===== src/rtl/pipe_pkg.sv =====
// Shared definitions for the RISC-V pipeline: opcode constants and the
// hazard/trap controller state encoding.
package pipe_pkg;

  localparam logic [6:0] OP_LUI    = 7'b0110111;
  localparam logic [6:0] OP_AUIPC  = 7'b0010111;
  localparam logic [6:0] OP_JAL    = 7'b1101111;
  localparam logic [6:0] OP_JALR   = 7'b1100111;
  localparam logic [6:0] OP_BRANCH = 7'b1100011;
  localparam logic [6:0] OP_LOAD   = 7'b0000011;
  localparam logic [6:0] OP_STORE  = 7'b0100011;
  localparam logic [6:0] OP_IMM    = 7'b0010011;
  localparam logic [6:0] OP_REG    = 7'b0110011;

  typedef enum logic [1:0] {
    RUN      = 2'd0,
    DRAIN    = 2'd1,
    REDIRECT = 2'd2
  } ctrl_state_t;

endpackage


===== src/rtl/pipe_ctrl_hazard_cmp.sv =====
// Load-use comparator: a load in EX whose destination feeds the ID instruction.
module hazard_cmp (
  input  logic       ex_v,
  input  logic       ex_load,
  input  logic [4:0] ex_rd,
  input  logic [4:0] rs1,
  input  logic [4:0] rs2,
  input  logic       id_valid,
  output logic       hazard
);

  // x0 never carries a real dependency, so a load to x0 cannot stall.
  assign hazard = id_valid && ex_v && ex_load && (ex_rd != 5'd0) &&
                  ((ex_rd == rs1) || (ex_rd == rs2));

endmodule


===== src/rtl/pipe_ctrl.sv =====
// Hazard and sequencing controller beside ID: load-use stalls, control-transfer
// flushes, memory-wait freeze and the drain-then-redirect trap sequence.
module pipe_ctrl
  import pipe_pkg::*;
#(
  parameter int DRAIN_CYCLES = 2
) (
  input  logic        clk,
  input  logic        reset,
  input  logic        id_valid,
  input  logic [6:0]  id_opcode,
  input  logic [4:0]  id_rs1,
  input  logic [4:0]  id_rs2,
  input  logic [4:0]  id_rd,
  input  logic        id_ill,
  input  logic [31:0] id_pc,
  input  logic        ex_redirect,
  input  logic        dmem_wait,
  output logic        if_en,
  output logic        id_en,
  output logic        id_flush,
  output logic        ex_flush,
  output logic        trap_redirect,
  output logic [31:0] trap_epc,
  output logic        trap_busy
);

  ctrl_state_t state_reg, state_next;
  logic [2:0]  cnt_reg, cnt_next;
  logic        ex_v_reg, ex_load_reg;
  logic [4:0]  ex_rd_reg;
  logic [31:0] trap_epc_reg;
  logic        capture;
  logic        hazard;

  hazard_cmp u_hazard_cmp (
    .ex_v     (ex_v_reg),
    .ex_load  (ex_load_reg),
    .ex_rd    (ex_rd_reg),
    .rs1      (id_rs1),
    .rs2      (id_rs2),
    .id_valid (id_valid),
    .hazard   (hazard)
  );

  always_comb begin
    state_next    = state_reg;
    cnt_next      = cnt_reg;
    capture       = 1'b0;
    if_en         = 1'b1;
    id_en         = 1'b1;
    id_flush      = 1'b0;
    ex_flush      = 1'b0;
    trap_redirect = 1'b0;
    if (reset) begin
      if_en    = 1'b0;
      id_en    = 1'b0;
      id_flush = 1'b1;
      ex_flush = 1'b1;
    end else if (dmem_wait) begin
      if_en = 1'b0;
      id_en = 1'b0;
    end else if (ex_redirect) begin
      // The trapping instruction, if any, was on the wrong path.
      id_flush   = 1'b1;
      ex_flush   = 1'b1;
      state_next = RUN;
    end else begin
      unique case (state_reg)
        RUN: begin
          if (id_valid && id_ill) begin
            capture  = 1'b1;
            if_en    = 1'b0;
            id_en    = 1'b0;
            ex_flush = 1'b1;
            if (DRAIN_CYCLES > 1) begin
              cnt_next   = 3'(DRAIN_CYCLES - 1);
              state_next = DRAIN;
            end else begin
              state_next = REDIRECT;
            end
          end else if (hazard) begin
            if_en    = 1'b0;
            id_en    = 1'b0;
            ex_flush = 1'b1;
          end
        end
        DRAIN: begin
          if_en    = 1'b0;
          id_en    = 1'b0;
          ex_flush = 1'b1;
          cnt_next = cnt_reg - 3'd1;
          if (cnt_reg == 3'd1) state_next = REDIRECT;
        end
        REDIRECT: begin
          trap_redirect = 1'b1;
          id_flush      = 1'b1;
          ex_flush      = 1'b1;
          state_next    = RUN;
        end
        default: state_next = RUN;
      endcase
    end
  end

  always_ff @(posedge clk) begin
    if (reset) begin
      state_reg    <= RUN;
      cnt_reg      <= 3'd0;
      ex_v_reg     <= 1'b0;
      ex_load_reg  <= 1'b0;
      ex_rd_reg    <= 5'd0;
      trap_epc_reg <= 32'd0;
    end else begin
      state_reg <= state_next;
      cnt_reg   <= cnt_next;
      if (capture) trap_epc_reg <= id_pc;
      // The EX shadow tracks ID/EX: it holds while frozen, bubbles on flush.
      if (!dmem_wait) begin
        if (ex_flush) begin
          ex_v_reg <= 1'b0;
        end else begin
          ex_v_reg    <= id_valid;
          ex_rd_reg   <= id_rd;
          ex_load_reg <= (id_opcode == OP_LOAD);
        end
      end
    end
  end

  assign trap_epc  = trap_epc_reg;
  assign trap_busy = (state_reg != RUN) && !reset;

endmodule


===== config.mk =====
export PLATFORM = sky130hd
export DESIGN_NAME = pipe_ctrl
export DESIGN_NICKNAME = d
export VERILOG_FILES = /design/src/rtl/pipe_pkg.sv /design/src/rtl/pipe_ctrl_hazard_cmp.sv /design/src/rtl/pipe_ctrl.sv
export SDC_FILE = /design/constraint.sdc
export NUM_CORES = 1
export LEC_CHECK = 0
export ABC_AREA = 1
export CAP_MARGIN = 20
export CORE_MARGIN = 2
export CORE_UTILIZATION = 44
export CTS_CLUSTER_SIZE = 25
export DETAILED_ROUTE_END_ITERATION = 8
export GPL_TIMING_DRIVEN = 0
export PLACE_DENSITY = 0.85
export SLEW_MARGIN = 20
export SYNTH_ARGS = -nofsm -noshare
export SYNTH_HDL_FRONTEND = slang
export SYNTH_SLANG_ARGS = --single-unit

===== constraint.sdc =====
create_clock -name clk -period 3.75 [get_ports clk]
set_input_delay 0.375 -clock clk [delete_from_list [all_inputs] [get_ports clk]]
set_output_delay 0.375 -clock clk [all_outputs]
set_load 0.03 [all_outputs]

==> impl_metrics.toml <==
[setup_path]
r2r-start = "state_reg[1]"
worst-r2r-cell-count = 11
path_max_fanout = 8
crit_type = "in -> out"
crit_path_start_kind = "primary input"
arrival_ps = 2530
worst_r2r_endpoint = "cnt_reg[1]"
r2r_setup_slack_ps = 1830
cpMostUsedCell = "nand2_1"
slowest_stage = "clkdlybuf4s50_1"
end_kind = "output port"
crit_chain = "clkdlybuf4s50_1, inv_1, nand2_1, nand2_1, nor2_1, nand3_1, nand2_1, nand2_1, nand2_1, nand2_1, nand2_2, a21oi_4, o21ai_0, clkdlybuf4s50_1"
required_ps = 3380
max_stage_delay_ps = 710

[timing]
layout_min_cycle_time_ps = 2904
tns_ps = 0
period_share_pct = 77.45
fin_worst_skew_ps = 6.337
rsz0062_at_grt = "no"
hold_violations = 0
fmax_ghz = 0.3443
worst_slew_pin_slew_ps = 433.9
maxSlewViolCount = 0
relSlewSlack_pct = 71.08
finalSetupViolCount = 0

[clock_network]
root_buffer = "clkbuf_8"
ctsHoldBuffers = 0
cts_tree = "done"
htreeDepth = 2
path_clk_slew_ps = 80
cts.sinks = 44
clk_latency_ps = 290
cts_resized = 0
cts_setup_buffers = 0
clk_path_buf_depth = 2
cts_made_buffers = 5

[power_and_ir_drop]
p_switching_uw = 276.7
power_report.internal_total_uw = 719.9
leakagePower_nw = 1.291
p_per_area_nw_per_um2 = 312.5
combPwrFrac_pct = 22.1
p_seq_share_pct = 49.4
switching_share_pct = 27.77
ir_drop_uv = 206.7
clkPwrFrac_pct = 28.5

[logic_synthesis]
ys_seq_area_share_pct = 42.51
ys_types = 23
synth_area_per_cell_um2 = 7.024
syn_nets = 362
synthesis.instances = 295
yosys_warnings = 0
netlist_area_um2 = 2072
synth_seq_cells = 44

[min_path]
hold_class = "reg -> reg"
hold_end = "trap_epc[19]"
holdCritStartpoint = "trap_epc[19]"
min_path_cells = 2

[routing]
first_pass_iters = 4
vias_per_cell = 4.820
drtIter0Drc = 66
vias = 2174
ant_nets = 0
route.detailed.drc = 0
wl_per_cell_um = 11.85
wl_um = 5344

[placed_design]
place.gp.congestion = 0.8242
io_buffer_count = 97
dpl-instance-area_um2 = 3108
dp_hpwl_um = 4051

[grt]
grt_pass1_wl_um = 8887
grt_usage_pct = 21.18
grt_pass1_vias = 2128
antenna_found_initial = 0
grt_max_degree = 14
overflow = 0

[final_layout]
largest_reg_flops = 32
fillers = 384
drive_gt1_share_pct = 3.759
fin_area_um2 = 3189
area_growth_pct = 53.93
antenna_cells = 0
nets = 466

[floorplan]
core_um2 = 4444
rows = 24
start_util_pct = 46.62
die_w_um = 72.62
num_io_pins = 98
die_h_um = 72.62
die_area_um2 = 5274

[outcome]
status = "finished clean"

[job]
drv_cap = 0
-- logic make-up after synthesis --
family          synth area share, %
compound gates                19.69
xor+xnor                     0.8456
fa+ha+maj                     4.227
buf+inv                       14.13
flops                         42.51
simple gates                  18.60
-- metal layers --
layer  part of all wire (%)  routed length, µm  track usage [%]  vias up
met1                     42               2225            23.94      959
met3                    7.0                372            5.110       15
li1                       -                  -                -     1125
met2                     48               2587            37.37       75
met5                      0                  0                0        -
met4                    3.0                159            9.877        0
-- Yosys cell counts --
cell,instances,area (µm²)
a211oi_1,2,15.01
xnor2_1,2,17.52
ha_1,7,87.58
nor2_2,1,6.260
nand2_1,46,172.7
nand2_4,1,11.26
nand2_2,1,6.260
nand4_1,3,18.77
nor4_1,1,6.260
nor2_1,21,78.83
dfxtp_1,44,880.8
nor3b_1,1,7.510
o21ai_0,37,185.2
a21oi_1,36,180.2
a21oi_4,1,16.27
nand4_2,1,12.51
nand3_1,11,55.05
o21ai_1,1,5.000
buf_4,3,22.52
inv_1,63,236.5
nor3_1,2,10.01
a31oi_1,1,6.260
clkbuf_1,9,33.78
-- how the worst max path moves through the flow --
stage                            start  slack [ps]  endpoint  cells past startpoint
after floorplan           ex_rd_reg[0]        1650  ex_flush                     12
after global placement       id_rs2[3]         900  ex_flush                     14
after detailed placement     id_rs2[3]         850  ex_flush                     14
after CTS                    id_rs2[3]         830  ex_flush                     14
after global routing         id_rs1[1]         670  ex_flush                     14
final                        id_rs2[3]         850  ex_flush                     14
-- worst max-delay path: cells and delay by family --
family          cells  cell delay (ps)
simple gates        9              650
compound gates      2              260
buf+inv             3             1240
-- stage by stage --
step / hold slack [ps] / instances / total power [mW] / setup WS [ps] / utilization (%)
final: 445.8 / 451 / 0.9966 / 845.6 / 71.76
after global routing: 461.2 / 451 / 1.044 / 673.0 / 71.76
after CTS: 449.4 / 451 / 1.005 / 828.3 / 71.76
after detailed placement: 437.5 / 444 / 0.7222 / 846.4 / 69.93
after global placement: 431.5 / 444 / 0.7161 / 901.8 / 69.93
after floorplan: 435.8 / 295 / 0.6146 / 1654 / -
-- final cells by class --
cell class	instances	area [µm²]	share of cell area [%]
Buffer	12	56.30	1.765
Clock buffer	5	68.82	2.158
Clock inverter	2	12.51	0.3923
Inverter	63	236.5	7.415
Multi-Input combinational cell	176	898.4	28.17
Sequential cell	44	880.8	27.62
Tap cell	52	65.06	2.040
Timing Repair Buffer	97	970.9	30.44
-- power groups by stage --
stage | clock, mW | sequential, mW | combinational, mW
after floorplan | 0 | 0.517 | 0.0981
after detailed placement | 0 | 0.504 | 0.218
after CTS | 0.291 | 0.493 | 0.221
after global placement | 0 | 0.503 | 0.213
after global routing | 0.305 | 0.495 | 0.243
final | 0.284 | 0.493 | 0.220
-- cell usage in the layout, fill, tap and decap left out --
cell             instances
nor3b_1                  1
clkbuf_1                 9
dfxtp_1                 44
clkinv_2                 1
a21oi_1                 36
nor4_1                   1
a21oi_4                  1
o21ai_0                 37
nor2_1                  21
nand4_2                  1
clkinvlp_4               1
clkdlybuf4s50_1         97
o21ai_1                  1
inv_1                   63
nand2_2                  1
nand4_1                  3
nor2_2                   1
a211oi_1                 2
clkbuf_8                 5
nand2_4                  1
ha_1                     7
a31oi_1                  1
nand3_1                 11
xnor2_1                  2
nand2_1                 46
buf_4                    3
nor3_1                   2
(Power assumes the default switching activity.)
